[src/rtl/imem_loader_pkg.sv]
// Shared definitions for the imem loader: default widths, frame constants,
// loader state encoding and a state classification helper.
package imem_loader_pkg;

    localparam int unsigned LOADER_ADDR_W = 10;
    localparam int unsigned LOADER_DATA_W = 32;

    // Frame layout: address word + length word, then payload, then checksum.
    localparam int unsigned HDR_WORDS = 2;
    localparam int unsigned TRL_WORDS = 1;

    localparam int unsigned SIZE_LDST = 3;

    typedef enum logic [SIZE_LDST-1:0] {
        LDST_IDLE = 3'd0,
        LDST_HDRA = 3'd1,
        LDST_HDRL = 3'd2,
        LDST_PAY  = 3'd3,
        LDST_CHK  = 3'd4,
        LDST_DONE = 3'd5
    } ldst_e;

    // States in which the loader accepts stream words (also the busy states).
    function automatic logic ldst_receiving(input ldst_e s);
        return (s == LDST_HDRA) || (s == LDST_HDRL) ||
               (s == LDST_PAY)  || (s == LDST_CHK);
    endfunction

endpackage

[src/rtl/imem_loader_ckacc.sv]
// Checksum accumulator for the imem loader.
// Ports:
//   clk, rst_n : clock, async active-low reset
//   load       : sum <= data (first word of a frame)
//   add        : sum <= sum + data, modulo 2^DATA_W
//   data       : word to load/add, also the value compared against sum
//   sum        : running checksum (registered)
//   match_c    : combinational data == sum
module imem_loader_ckacc
    import imem_loader_pkg::*;
#(
    parameter int unsigned DATA_W = LOADER_DATA_W
) (
    input  logic              clk,
    input  logic              rst_n,
    input  logic              load,
    input  logic              add,
    input  logic [DATA_W-1:0] data,
    output logic [DATA_W-1:0] sum,
    output logic              match_c
);

    // Running sum; load takes priority so a new frame restarts cleanly.
    always_ff @(posedge clk or negedge rst_n) begin
        if (!rst_n) begin
            sum <= '0;
        end else if (load) begin
            sum <= data;
        end else if (add) begin
            sum <= sum + data;
        end
    end

    assign match_c = (data == sum);

endmodule

[src/rtl/imem_loader.sv]
// Host-side instruction memory loader. Accepts a framed stream
// {base address, length, payload..., checksum} over valid/ready, writes the
// payload into consecutive imem addresses and holds the core in reset until
// a frame completes with a matching checksum.
// Ports:
//   iw_clk, iw_rst_n          : clock, async active-low reset
//   iw_start                  : pulse, begins a frame from IDLE or DONE
//   iw_valid, iw_data         : stream input; ow_ready accepts it
//   ow_mem_we/addr/wdata      : imem write port (one pulse per payload word)
//   ow_core_rst               : active-high core reset
//   ow_busy, ow_done, ow_err  : frame in progress / last result
module imem_loader
    import imem_loader_pkg::*;
#(
    parameter int unsigned ADDR_W = LOADER_ADDR_W,
    parameter int unsigned DATA_W = LOADER_DATA_W
) (
    input  logic              iw_clk,
    input  logic              iw_rst_n,
    input  logic              iw_start,
    input  logic              iw_valid,
    input  logic [DATA_W-1:0] iw_data,
    output logic              ow_ready,
    output logic              ow_mem_we,
    output logic [ADDR_W-1:0] ow_mem_addr,
    output logic [DATA_W-1:0] ow_mem_wdata,
    output logic              ow_core_rst,
    output logic              ow_busy,
    output logic              ow_done,
    output logic              ow_err
);

    ldst_e             state, state_d;
    logic [ADDR_W-1:0] ptr, ptr_d;
    logic [DATA_W-1:0] count, count_d;
    logic              ready_q, ready_d;
    logic              busy_q, busy_d;
    logic              we_q, we_d;
    logic [ADDR_W-1:0] addr_q, addr_d;
    logic [DATA_W-1:0] wdata_q, wdata_d;
    logic              core_rst_q, core_rst_d;
    logic              done_q, done_d;
    logic              err_q, err_d;

    logic              xfer;
    logic              sum_load, sum_add;
    logic              sum_match_c;
    logic [DATA_W-1:0] sum;

    // ready is registered from state, so a transfer never depends on valid combinationally.
    assign xfer = iw_valid && ready_q;

    imem_loader_ckacc #(
        .DATA_W (DATA_W)
    ) u_ckacc (
        .clk     (iw_clk),
        .rst_n   (iw_rst_n),
        .load    (sum_load),
        .add     (sum_add),
        .data    (iw_data),
        .sum     (sum),
        .match_c (sum_match_c)
    );

    // Next-state and next-output logic.
    always_comb begin
        state_d    = state;
        ptr_d      = ptr;
        count_d    = count;
        we_d       = 1'b0;
        addr_d     = addr_q;
        wdata_d    = wdata_q;
        core_rst_d = 1'b1;
        done_d     = done_q;
        err_d      = err_q;
        sum_load   = 1'b0;
        sum_add    = 1'b0;

        case (state)
            LDST_IDLE: begin
                if (iw_start) begin
                    state_d = LDST_HDRA;
                    done_d  = 1'b0;
                    err_d   = 1'b0;
                end
            end
            LDST_HDRA: begin
                if (xfer) begin
                    ptr_d    = iw_data[ADDR_W-1:0];
                    sum_load = 1'b1;
                    state_d  = LDST_HDRL;
                end
            end
            LDST_HDRL: begin
                if (xfer) begin
                    count_d = iw_data;
                    sum_add = 1'b1;
                    state_d = (iw_data == '0) ? LDST_CHK : LDST_PAY;
                end
            end
            LDST_PAY: begin
                if (xfer) begin
                    we_d    = 1'b1;
                    addr_d  = ptr;
                    wdata_d = iw_data;
                    ptr_d   = ptr + ADDR_W'(1);
                    count_d = count - DATA_W'(1);
                    sum_add = 1'b1;
                    if (count == DATA_W'(1)) begin
                        state_d = LDST_CHK;
                    end
                end
            end
            LDST_CHK: begin
                if (xfer) begin
                    done_d  = sum_match_c;
                    err_d   = ~sum_match_c;
                    state_d = LDST_DONE;
                end
            end
            LDST_DONE: begin
                if (iw_start) begin
                    state_d = LDST_HDRA;
                    done_d  = 1'b0;
                    err_d   = 1'b0;
                end else begin
                    // Core runs only after a good frame; a bad one keeps it held.
                    core_rst_d = ~done_q;
                end
            end
            default: begin
                state_d = LDST_IDLE;
            end
        endcase

        ready_d = ldst_receiving(state_d);
        busy_d  = ldst_receiving(state_d);
    end

    // State and output registers.
    always_ff @(posedge iw_clk or negedge iw_rst_n) begin
        if (!iw_rst_n) begin
            state      <= LDST_IDLE;
            ptr        <= '0;
            count      <= '0;
            ready_q    <= 1'b0;
            busy_q     <= 1'b0;
            we_q       <= 1'b0;
            addr_q     <= '0;
            wdata_q    <= '0;
            core_rst_q <= 1'b1;
            done_q     <= 1'b0;
            err_q      <= 1'b0;
        end else begin
            state      <= state_d;
            ptr        <= ptr_d;
            count      <= count_d;
            ready_q    <= ready_d;
            busy_q     <= busy_d;
            we_q       <= we_d;
            addr_q     <= addr_d;
            wdata_q    <= wdata_d;
            core_rst_q <= core_rst_d;
            done_q     <= done_d;
            err_q      <= err_d;
        end
    end

    assign ow_ready     = ready_q;
    assign ow_busy      = busy_q;
    assign ow_mem_we    = we_q;
    assign ow_mem_addr  = addr_q;
    assign ow_mem_wdata = wdata_q;
    assign ow_core_rst  = core_rst_q;
    assign ow_done      = done_q;
    assign ow_err       = err_q;

endmodule

[config.mk]
export PLATFORM = sky130hd
export DESIGN_NAME = imem_loader
export DESIGN_NICKNAME = d
export VERILOG_FILES = /design/src/rtl/imem_loader_pkg.sv /design/src/rtl/imem_loader_ckacc.sv /design/src/rtl/imem_loader.sv
export SDC_FILE = /design/constraint.sdc
export NUM_CORES = 1
export LEC_CHECK = 0
export CORE_AREA = 2 2 135 137
export CTS_CLUSTER_DIAMETER = 200
export DETAILED_ROUTE_END_ITERATION = 10
export DIE_AREA = 0 0 137 139
export PLACE_DENSITY = 0.69
export SLEW_MARGIN = 5
export SYNTH_ARGS = -nofsm -noshare
export SYNTH_HDL_FRONTEND = slang
export SYNTH_SLANG_ARGS = --single-unit
export TNS_END_PERCENT = 20
[constraint.sdc]
create_clock -name iw_clk -period 4.2 [get_ports iw_clk]
set_input_delay 0.84 -clock iw_clk [delete_from_list [all_inputs] [get_ports iw_clk]]
set_output_delay 0.84 -clock iw_clk [all_outputs]
set_load 0.03 [all_outputs]
# After elaboration in Yosys (flattened, before gate mapping)
# Cells that the tools add are included.
# Widths: inputs -> output; s select.
# totals
ff_bits	124
in_bits	36
elab_cells	75
# classes
add_sub_neg	3
eq_ne	16
mux	27
bitwise	2
reduce_logical	16
# op_table
operator	count
$mux 32	4
$pmux 32 s2	1
$add 32x32->32	1
$eq 32x1->1 const B	1
$eq 32x32->1	1
$logic_not 32->1	1
$sub 32x1->32 const B	1
$mux 3	7
$mux 10	2
$pmux 10 s2	1
$pmux 3 s5	1
$eq 3x2->1 const B	4
$add 10x1->10 const B	1
$eq 3x3->1 const B	3
$mux 1	9
$reduce_and 3->1	3
$ne 2x2->1 const B	4
$reduce_bool 2->1	4
$eq 3x1->1 const B	2
$pmux 1 s2	2
$reduce_or 2->1	2
$logic_not 3->1	1
$logic_or 1x1->1	3
$ne 2x1->1 const B	1
other kinds (3)	4

# Depth between registers and ports, before layout
# Gate-level depths: netlist of run 1.
# depth
ltp_word	8
ltp_mapped	10

# Cells and area by module
# A second synthesis of run 1 with hierarchy kept.
# unflattened
cells_unflattened	942
area_unflattened_um2	7846.3
# by_module_without_submodules
module	n_inst	cells_each	area_per_inst_um2	seq_area_each_um2
imem_loader	1	563	4718.3	2303.5
imem_loader_ckacc	1	379	3128.0	800.8

# Worst setup path after synthesis of run 1
# OpenSTA, ideal clock, no wires.
# synth_timing
kind	input -> register
start	in iw_data[7]
end	reg u_ckacc.sum[16]
arrival_time_ps	2840
required_ps	4063
path_slack_ps	1223
cell_stages	9
n_path_buf	1
path_cell_list	ha_1 -> clkbuf_1 -> a21o_1 -> a2111oi_0 -> nor2_1 -> or4b_1 -> a31oi_1 -> xor2_1 -> a21oi_1
# synth_between
elab_chain_len	3
# synth_lines
element	line	rtl
start: declaration	imem_loader.sv:22	input logic [DATA_W-1:0] iw_data,
$add 32x32->32	imem_loader_ckacc.sv:30	sum <= sum + data;
$mux 32	imem_loader_ckacc.sv:29	end else if (add) begin
$mux 32	imem_loader_ckacc.sv:27	end else if (load) begin
end signal: assignment	imem_loader_ckacc.sv:28	sum <= data;
end signal: assignment	imem_loader_ckacc.sv:30	
end: declaration	imem_loader_ckacc.sv:19	output logic [DATA_W-1:0] sum,
# Every way passes these cells. The select of a mux whose other input is x is not followed.
# A chain may end at the register's enable or synchronous reset.

# Worst setup path in the final report of run 1
# layout_timing
start	in iw_data[2]
end	reg u_ckacc.sum[25]
# The elaborated chain is that of the path after synthesis.

==> results by group, run 1 <==
Clock network
  – CTS Buf Count: 17
  – Post-CTS Setup Bufs: 0
  – Clk_lat worst skew: 430 ps
  – CTS tree: done
  – H-tree Lvls: 4
  – Root Driver: clkbuf_16
  – Resize count post-CTS: 0
  – CTS clk-pin slew, worst paths: 60 ps
  – Hold buffer count at cts: 0
  – CTS Sinks: 124
  – Clock Path Buffers: 2

Pwr
  – Worst vdd ir: 407.0 uV
  – PwrDens: 810.3 nW/um^2
  – Leak: 3.951 nW

Synthesis
  – Register area share after synthesis: 39.71%
  – Yosys cell types: 71
  – Asr flop ratio synth: 100.0%
  – Synthesized area: 7817 um^2
  – Mapped Avg Cell Area: 8.794 um^2
  – Post-synth EDFFs: 0
  – Synth Flop Type: dfrtp_1
  – Mapped Cells: 889
  – Yosys warning count: 0
  – Syn nets: 960
  – Synth Register Bits: 124

Critical path
  – Max incr delay on CP: 660 ps
  – Max FO, Critical Path: 5
  – Worst-path cell chain: clkdlybuf4s50_1, ha_1, o211ai_1, o211ai_1, o211ai_1, a211oi_1, o21bai_1, a21o_1, a31o_2
  – Critical path data required time: 4520 ps
  – Crit. Startpoint: iw_data[2]
  – Reg2reg path depth: 8
  – R2r setup slk: 1380 ps
  – WP depth: 9
  – Critical path class: in -> reg
  – Crit start category: primary input
  – Critical path endpoint: u_ckacc.sum[25]$_DFFE_PN0P_
  – CP arrival: 3640 ps
  – Most frequent CP cell: o211ai_1
  – CP top delay family: compound AO/OA/AOI/OAI gates
  – Reg-to-Reg End: u_ckacc.sum[25]$_DFFE_PN0P_
  – Reg2Reg Launch Point: u_ckacc.sum[2]$_DFFE_PN0P_
  – CP Buf/Inv Count: 1
  – Critical path's slowest cell: a211oi_1
  – Crit end category: register

STA
  – Slew headroom: 50.73%
  – Final Hold Viols: 0
  – FMAX: 0.3011 GHz
  – Final setup TNS: 0 ps
  – Final min period: 3321 ps
  – RSZ-0062 raised after global routing: false
  – Worst hold slack: 440.4 ps
  – Crit share post-route: 79.07%
  – Fin. max-slew vios: 0
  – Setup ws final: 879.0 ps
  – Slew @ Worst Pin: 734.6 ps
  – Clock Skews: 10.73 ps
  – # setup viols final: 0

Global routing
  – Pin count of the biggest net entering global routing: 51
  – First-pass GRT wire length: 36710 um
  – Number of global-route vias before repair: 6864
  – Gr usage total: 24.46%
  – GRT Residual Overflow: 0
  – Antenna violations before repair: 0

Finish
  – Share of cells above drive strength 1: 13.55%
  – Final nets: 1047
  – Storage cell area: 3105 um^2
  – Ant diodes: 0
  – Area occupied by multi-input gates: 4448 um^2
  – Core Util, Final: 54.64%
  – Synth-to-Final Area Change: 23.42%
  – Most frequent cells in the layout: dfrtp_1, a21oi_1, nor2_1
  – Post-layout instance area: 9648 um^2
  – Commonest non-fill, non-tap cell in the layout: dfrtp_1
  – Fill count: 1588

Drt
  – Vias after detailed routing: 7324
  – Post-route DRC: 0
  – Avg WL per Cell: 18.68 um
  – Drt initial violations: 702
  – First drt pass iteration count: 5
  – DR vias/cell: 6.013
  – Antenna viol nets, final: 0
  – Drt total wl: 22750 um

Floorplan
  – Ports: 84
  – Die area: 19040 um^2
  – Die Ht: 139 um
  – Site Rows: 49
  – Die Span X: 137 um
  – Core area: 17660 um^2
  – Initial Utilization: 44.27%

Placement
  – GPL Wtd Cong: 0.8946
  – Place WS: 470.8 ps
  – Placed instance area: 9045 um^2
  – Dpl hpwl: 16240 um
  – PortBufs: 83

Job
  – Max_cap viols: 0

Min path
  – Worst hold path type: in -> async

Status
  – Status: completed
[kinds of logic after synthesis]
group,synth area share [%]
compound gates,23.70
xor+xnor,2.689
fa+ha+maj,5.698
buf+inv,3.489
flops,39.71
mux,6.162
simple gates,18.55
[worst min path at each step]
| stage | start | to | slack [ps] | depth (start not counted) |
|---|---|---|---|---|
| 6_report | iw_rst_n | ow_mem_wdata[5]$_DFFE_PN0P_ | 440 | 1 |
| 5_1_grt | iw_rst_n | ow_mem_wdata[7]$_DFFE_PN0P_ | 490 | 1 |
| 4_1_cts | iw_rst_n | u_ckacc.sum[3]$_DFFE_PN0P_ | 460 | 1 |
| 3_5_place_dp | count[30]$_DFFE_PN0P_ | count[30]$_DFFE_PN0P_ | 460 | 1 |
| 3_3_place_gp | count[30]$_DFFE_PN0P_ | count[30]$_DFFE_PN0P_ | 460 | 1 |
| 2_1_floorplan | count[30]$_DFFE_PN0P_ | count[30]$_DFFE_PN0P_ | 440 | 1 |
[registers in the layout, indices dropped and copies added, names as in the netlist]
signal	cells
state	3
ow_mem_addr	10
ow_done	1
u_ckacc.sum	32
ow_err	1
ow_mem_we	1
ow_mem_wdata	32
count	32
ptr	10
ow_core_rst	1
ow_busy	1
[final cells by class]
class | count | share of cell area [%]
Sequential cell | 124 | 32.19
Tap cell | 229 | 2.970
Clock buffer | 17 | 4.409
Multi-Input combinational cell | 694 | 46.10
Inverter | 15 | 0.5836
Clock inverter | 15 | 1.842
Timing Repair Buffer | 124 | 11.91
[report_power, final]
group	switching [mW]	total [mW]	leakage [nW]	internal, mW
clock network	0.626	1.52	0.294	0.895
registers	0.501	2.26	1.48	1.76
logic	2.34	4.03	2.17	1.70
[synth_stat cells, types with 3 or more instances]
cell,n,share of area (%)
inv_1,15,0.72
o31a_1,3,0.34
nor2_1,88,4.2
nand2b_1,9,0.72
or2_2,4,0.32
a21o_1,9,0.86
nand2_1,71,3.4
o211ai_1,8,0.77
a21oi_1,89,5.7
clkbuf_1,48,2.3
a21boi_0,3,0.29
o21ai_0,84,5.4
xor2_1,10,1.1
nor4_1,21,1.7
or3_1,12,0.96
a31oi_1,13,1.0
o21bai_1,3,0.29
a222oi_1,3,0.38
a22oi_1,21,2.0
o22ai_1,19,1.5
nand3_1,16,1.0
nand4_1,11,0.88
o22a_1,3,0.34
and2_1,7,0.56
ha_1,34,5.4
a211oi_1,5,0.48
or4_1,3,0.29
and3_1,6,0.48
dfrtp_1,123,39
a2bb2oi_1,4,0.45
o21a_1,5,0.48
xnor2_1,14,1.6
nor2b_1,8,0.64
mux2_2,41,5.9
nor3_1,19,1.2
o41ai_1,5,0.56
buf_1,5,0.24
o221ai_1,3,0.34
[metrics by stage]
stage	power [mW]	std cells
2_1_floorplan	5.014	889
3_3_place_gp	6.179	1186
3_5_place_dp	6.241	1186
4_1_cts	7.798	1218
5_1_grt	8.349	1218
6_report	7.818	1218
[per-layer routing]
metal	vias up	share of wire (%)	GRT usage, %
li1	3482	-	-
met1	3578	46	35.09
met2	234	46	37.23
met3	30	5.8	4.386
met4	0	1.9	8.085
met5	-	0	0
[worst register-to-register path: stages, from the launching register on]
cell and delay, ps:
dfrtp_1 400, ha_1 390, o211ai_1 170, o211ai_1 240
o211ai_1 200, a211oi_1 660, o21bai_1 200, a21o_1 210
a31o_2 240
Power figures use the tool's default switching activity.
==> inputs of run 2 (changes only) <==
- PLACE_DENSITY: 0.69 -> 0.72
- clock period: 4.2 -> 2.85 ns (I/O delays scaled with it)
==> results by group, run 2 (synthesized netlist as in run 1, its figures left out) <==
Clock network
  – CTS clk-pin slew, worst paths: 60 ps (about the same)
  – Clock Path Buffers: 2 (unchanged)
  – CTS tree: done (unchanged)
  – Clk_lat worst skew: 430 ps (about the same)
  – Root Driver: clkbuf_16 (unchanged)
  – CTS Sinks: 124 (unchanged)
  – Post-CTS Setup Bufs: 0 (unchanged)
  – CTS Buf Count: 17 (unchanged)
  – H-tree Lvls: 4 (unchanged)

STA
  – Final min period: 2779 ps
  – Fin. max-slew vios: 0 (unchanged)
  – Crit share post-route: 97.50%
  – Slew @ Worst Pin: 620.5 ps (was 734.6 ps)
  – # setup viols final: 0 (unchanged)
  – Final Hold Viols: 0 (unchanged)
  – Setup ws final: 71.19 ps (was 879.0 ps)
  – Slew headroom: 58.63% (was 50.73%)
  – FMAX: 0.3599 GHz
  – Clock Skews: 11.93 ps (was 10.73 ps)

Critical path
  – Max incr delay on CP: 500 ps (was 660 ps)
  – CP arrival: 3090 ps (was 3640 ps)
  – Worst-path cell chain: clkdlybuf4s50_1, ha_1, inv_1, fa_1, nor2b_2, o2111ai_2, a211oi_2, nor2_1, buf_4, o21ai_2, xnor2_1, o21ai_1 (was clkdlybuf4s50_1, ha_1, o211ai_1, o211ai_1, o211ai_1, a211oi_1, o21bai_1, a21o_1, a31o_2)
  – Reg2reg path depth: 7 (was 8)
  – Critical path's slowest cell: clkdlybuf4s50_1 (was a211oi_1)
  – CP Buf/Inv Count: 3 (was 1)
  – Critical path data required time: 3160 ps (was 4520 ps)
  – Max FO, Critical Path: 4 (was 5)
  – CP top delay family: buffers and inverters (was compound AO/OA/AOI/OAI gates)
  – WP depth: 12 (was 9)
  – R2r setup slk: 310 ps (was 1380 ps)
  – Crit. Startpoint: iw_data[0] (was iw_data[2])
  – Reg2Reg Launch Point: count[7]$_DFFE_PN0P_ (was u_ckacc.sum[2]$_DFFE_PN0P_)
  – Critical path endpoint: u_ckacc.sum[26]$_DFFE_PN0P_ (was u_ckacc.sum[25]$_DFFE_PN0P_)
  – Reg-to-Reg End: count[29]$_DFFE_PN0P_ (was u_ckacc.sum[25]$_DFFE_PN0P_)
  – Critical path class: in -> reg (unchanged)
  – Crit end category: register (unchanged)
  – Crit start category: primary input (unchanged)

Pwr
  – Leak: 4.410 nW (was 3.951 nW)
  – Worst vdd ir: 602.0 uV (was 407.0 uV)
  – PwrDens: 1189 nW/um^2 (was 810.3 nW/um^2)

Global routing
  – GRT Residual Overflow: 0 (unchanged)
  – Number of global-route vias before repair: 7655 (was 6864)
  – Antenna violations before repair: 0 (unchanged)
  – Gr usage total: 26.12% (was 24.46%)
  – First-pass GRT wire length: 39510 um (was 36710 um)
  – Pin count of the biggest net entering global routing: 46 (was 51)

Floorplan
  – Die area: 19040 um^2 (unchanged)
  – Die Ht: 139 um (unchanged)
  – Core area: 17660 um^2 (unchanged)
  – Die Span X: 137 um (unchanged)
  – Ports: 84 (unchanged)
  – Initial Utilization: 44.27% (unchanged)
  – Site Rows: 49 (unchanged)

Finish
  – Ant diodes: 0 (unchanged)
  – Fill count: 1516 (was 1588)
  – Share of cells above drive strength 1: 21.56% (was 13.55%)
  – Synth-to-Final Area Change: 33.58% (was 23.42%)
  – Commonest non-fill, non-tap cell in the layout: buf_4 (was dfrtp_1)
  – Post-route insts no fill: 1305 (was 1218)
  – Most frequent cells in the layout: buf_4, dfrtp_1, nor2_1 (was dfrtp_1, a21oi_1, nor2_1)
  – Final nets: 1135 (was 1047)

Placement
  – Dpl hpwl: 17430 um (was 16240 um)
  – Place WS: -514.6 ps (was 470.8 ps)
  – GPL Wtd Cong: 0.9427 (was 0.8946)
  – PortBufs: 83 (unchanged)
  – Post-Place Cells: 1274 (was 1186)

Status
  – Status: completed (unchanged)

Drt
  – Drt total wl: 24270 um (was 22750 um)
  – DR vias/cell: 6.018 (was 6.013)
  – Post-route DRC: 0 (unchanged)
  – First drt pass iteration count: 7 (was 5)
  – Avg WL per Cell: 18.60 um (was 18.68 um)
  – Drt initial violations: 713 (was 702)
  – Vias after detailed routing: 7853 (was 7324)
  – Antenna viol nets, final: 0 (unchanged)

Min path
  – Worst hold path type: in -> async (unchanged)

Job
  – Max_cap viols: 0 (unchanged)
[run 2: cell count changes in the layout (fill, tap and decap cells not counted), moves of 2 or more]
cell      previous run  this run
buf_4               41       125
inv_6                6         1
buf_12               1         5
a211oi_1             5         2
a211oi_2             0         2
a21oi_1             89        87
a21oi_2              0         2
clkinv_4             4         6
inv_8                2         0
[run 2: stage by stage]
| stage | total power, mW | util, % | TNS (ps) | cell area [um^2] | hold slack [ps] |
|---|---|---|---|---|---|
| 6_report | 12.42 | 59.14 | 0 | 10440 | 149.1 |
| 5_1_grt | 13.25 | 59.14 | -87.53 | 10440 | 190.0 |
| 4_1_cts | 12.27 | 58.79 | 0 | 10380 | 175.6 |
| 3_5_place_dp | 9.949 | 55.25 | -5639 | 9756 | 466.4 |
| 3_3_place_gp | 9.799 | 55.25 | -5020 | 9756 | 458.8 |
| 2_1_floorplan | 7.390 | - | 0 | 7818 | 274.4 |
[run 2: worst min path at each step]
stage,start,endpoint,slack (ps)
2_1_floorplan,iw_rst_n,count[0]$_DFFE_PN0P_,270
3_3_place_gp,count[30]$_DFFE_PN0P_,count[30]$_DFFE_PN0P_,460
3_5_place_dp,ow_err$_DFFE_PN0P_,ow_err$_DFFE_PN0P_,470
4_1_cts,iw_rst_n,ow_mem_wdata[9]$_DFFE_PN0P_,180
5_1_grt,iw_rst_n,ow_mem_wdata[9]$_DFFE_PN0P_,190
6_report,iw_rst_n,ow_mem_wdata[9]$_DFFE_PN0P_,150
[run 2: repair_timing]
item / in CTS / in global routing
pin swaps: 0 / 4
endpoints found under the setup margin: 5 / 11
hold buffers: 0 / 0
resized for setup: 3 / 12
[run 2: layout make-up]
class	count	area, um^2	area share, %
clock buffer	19	442.9	4.242
multi-input combinational	694	4523	43.31
clock inverter	12	166.4	1.594
tap	229	286.5	2.744
inverter	15	56.30	0.5392
sequential	124	3105	29.74
timing repair buffer	212	1862	17.83
[run 2: routing by layer]
layer | wire length (um) | track usage (%) | vias up
met4 | 437 | 7.488 | 0
met2 | 11390 | 40.74 | 314
li1 | - | - | 3667
met1 | 10760 | 37.00 | 3838
met3 | 1687 | 4.825 | 34
met5 | 0 | 0 | -
[run 2: report_power, final]
part	internal [mW]	leakage [nW]	total (mW)	switching, mW
Clock	1.40	0.290	2.25	0.851
Sequential	2.60	1.48	3.30	0.700
Combinational	3.13	2.64	6.86	3.73
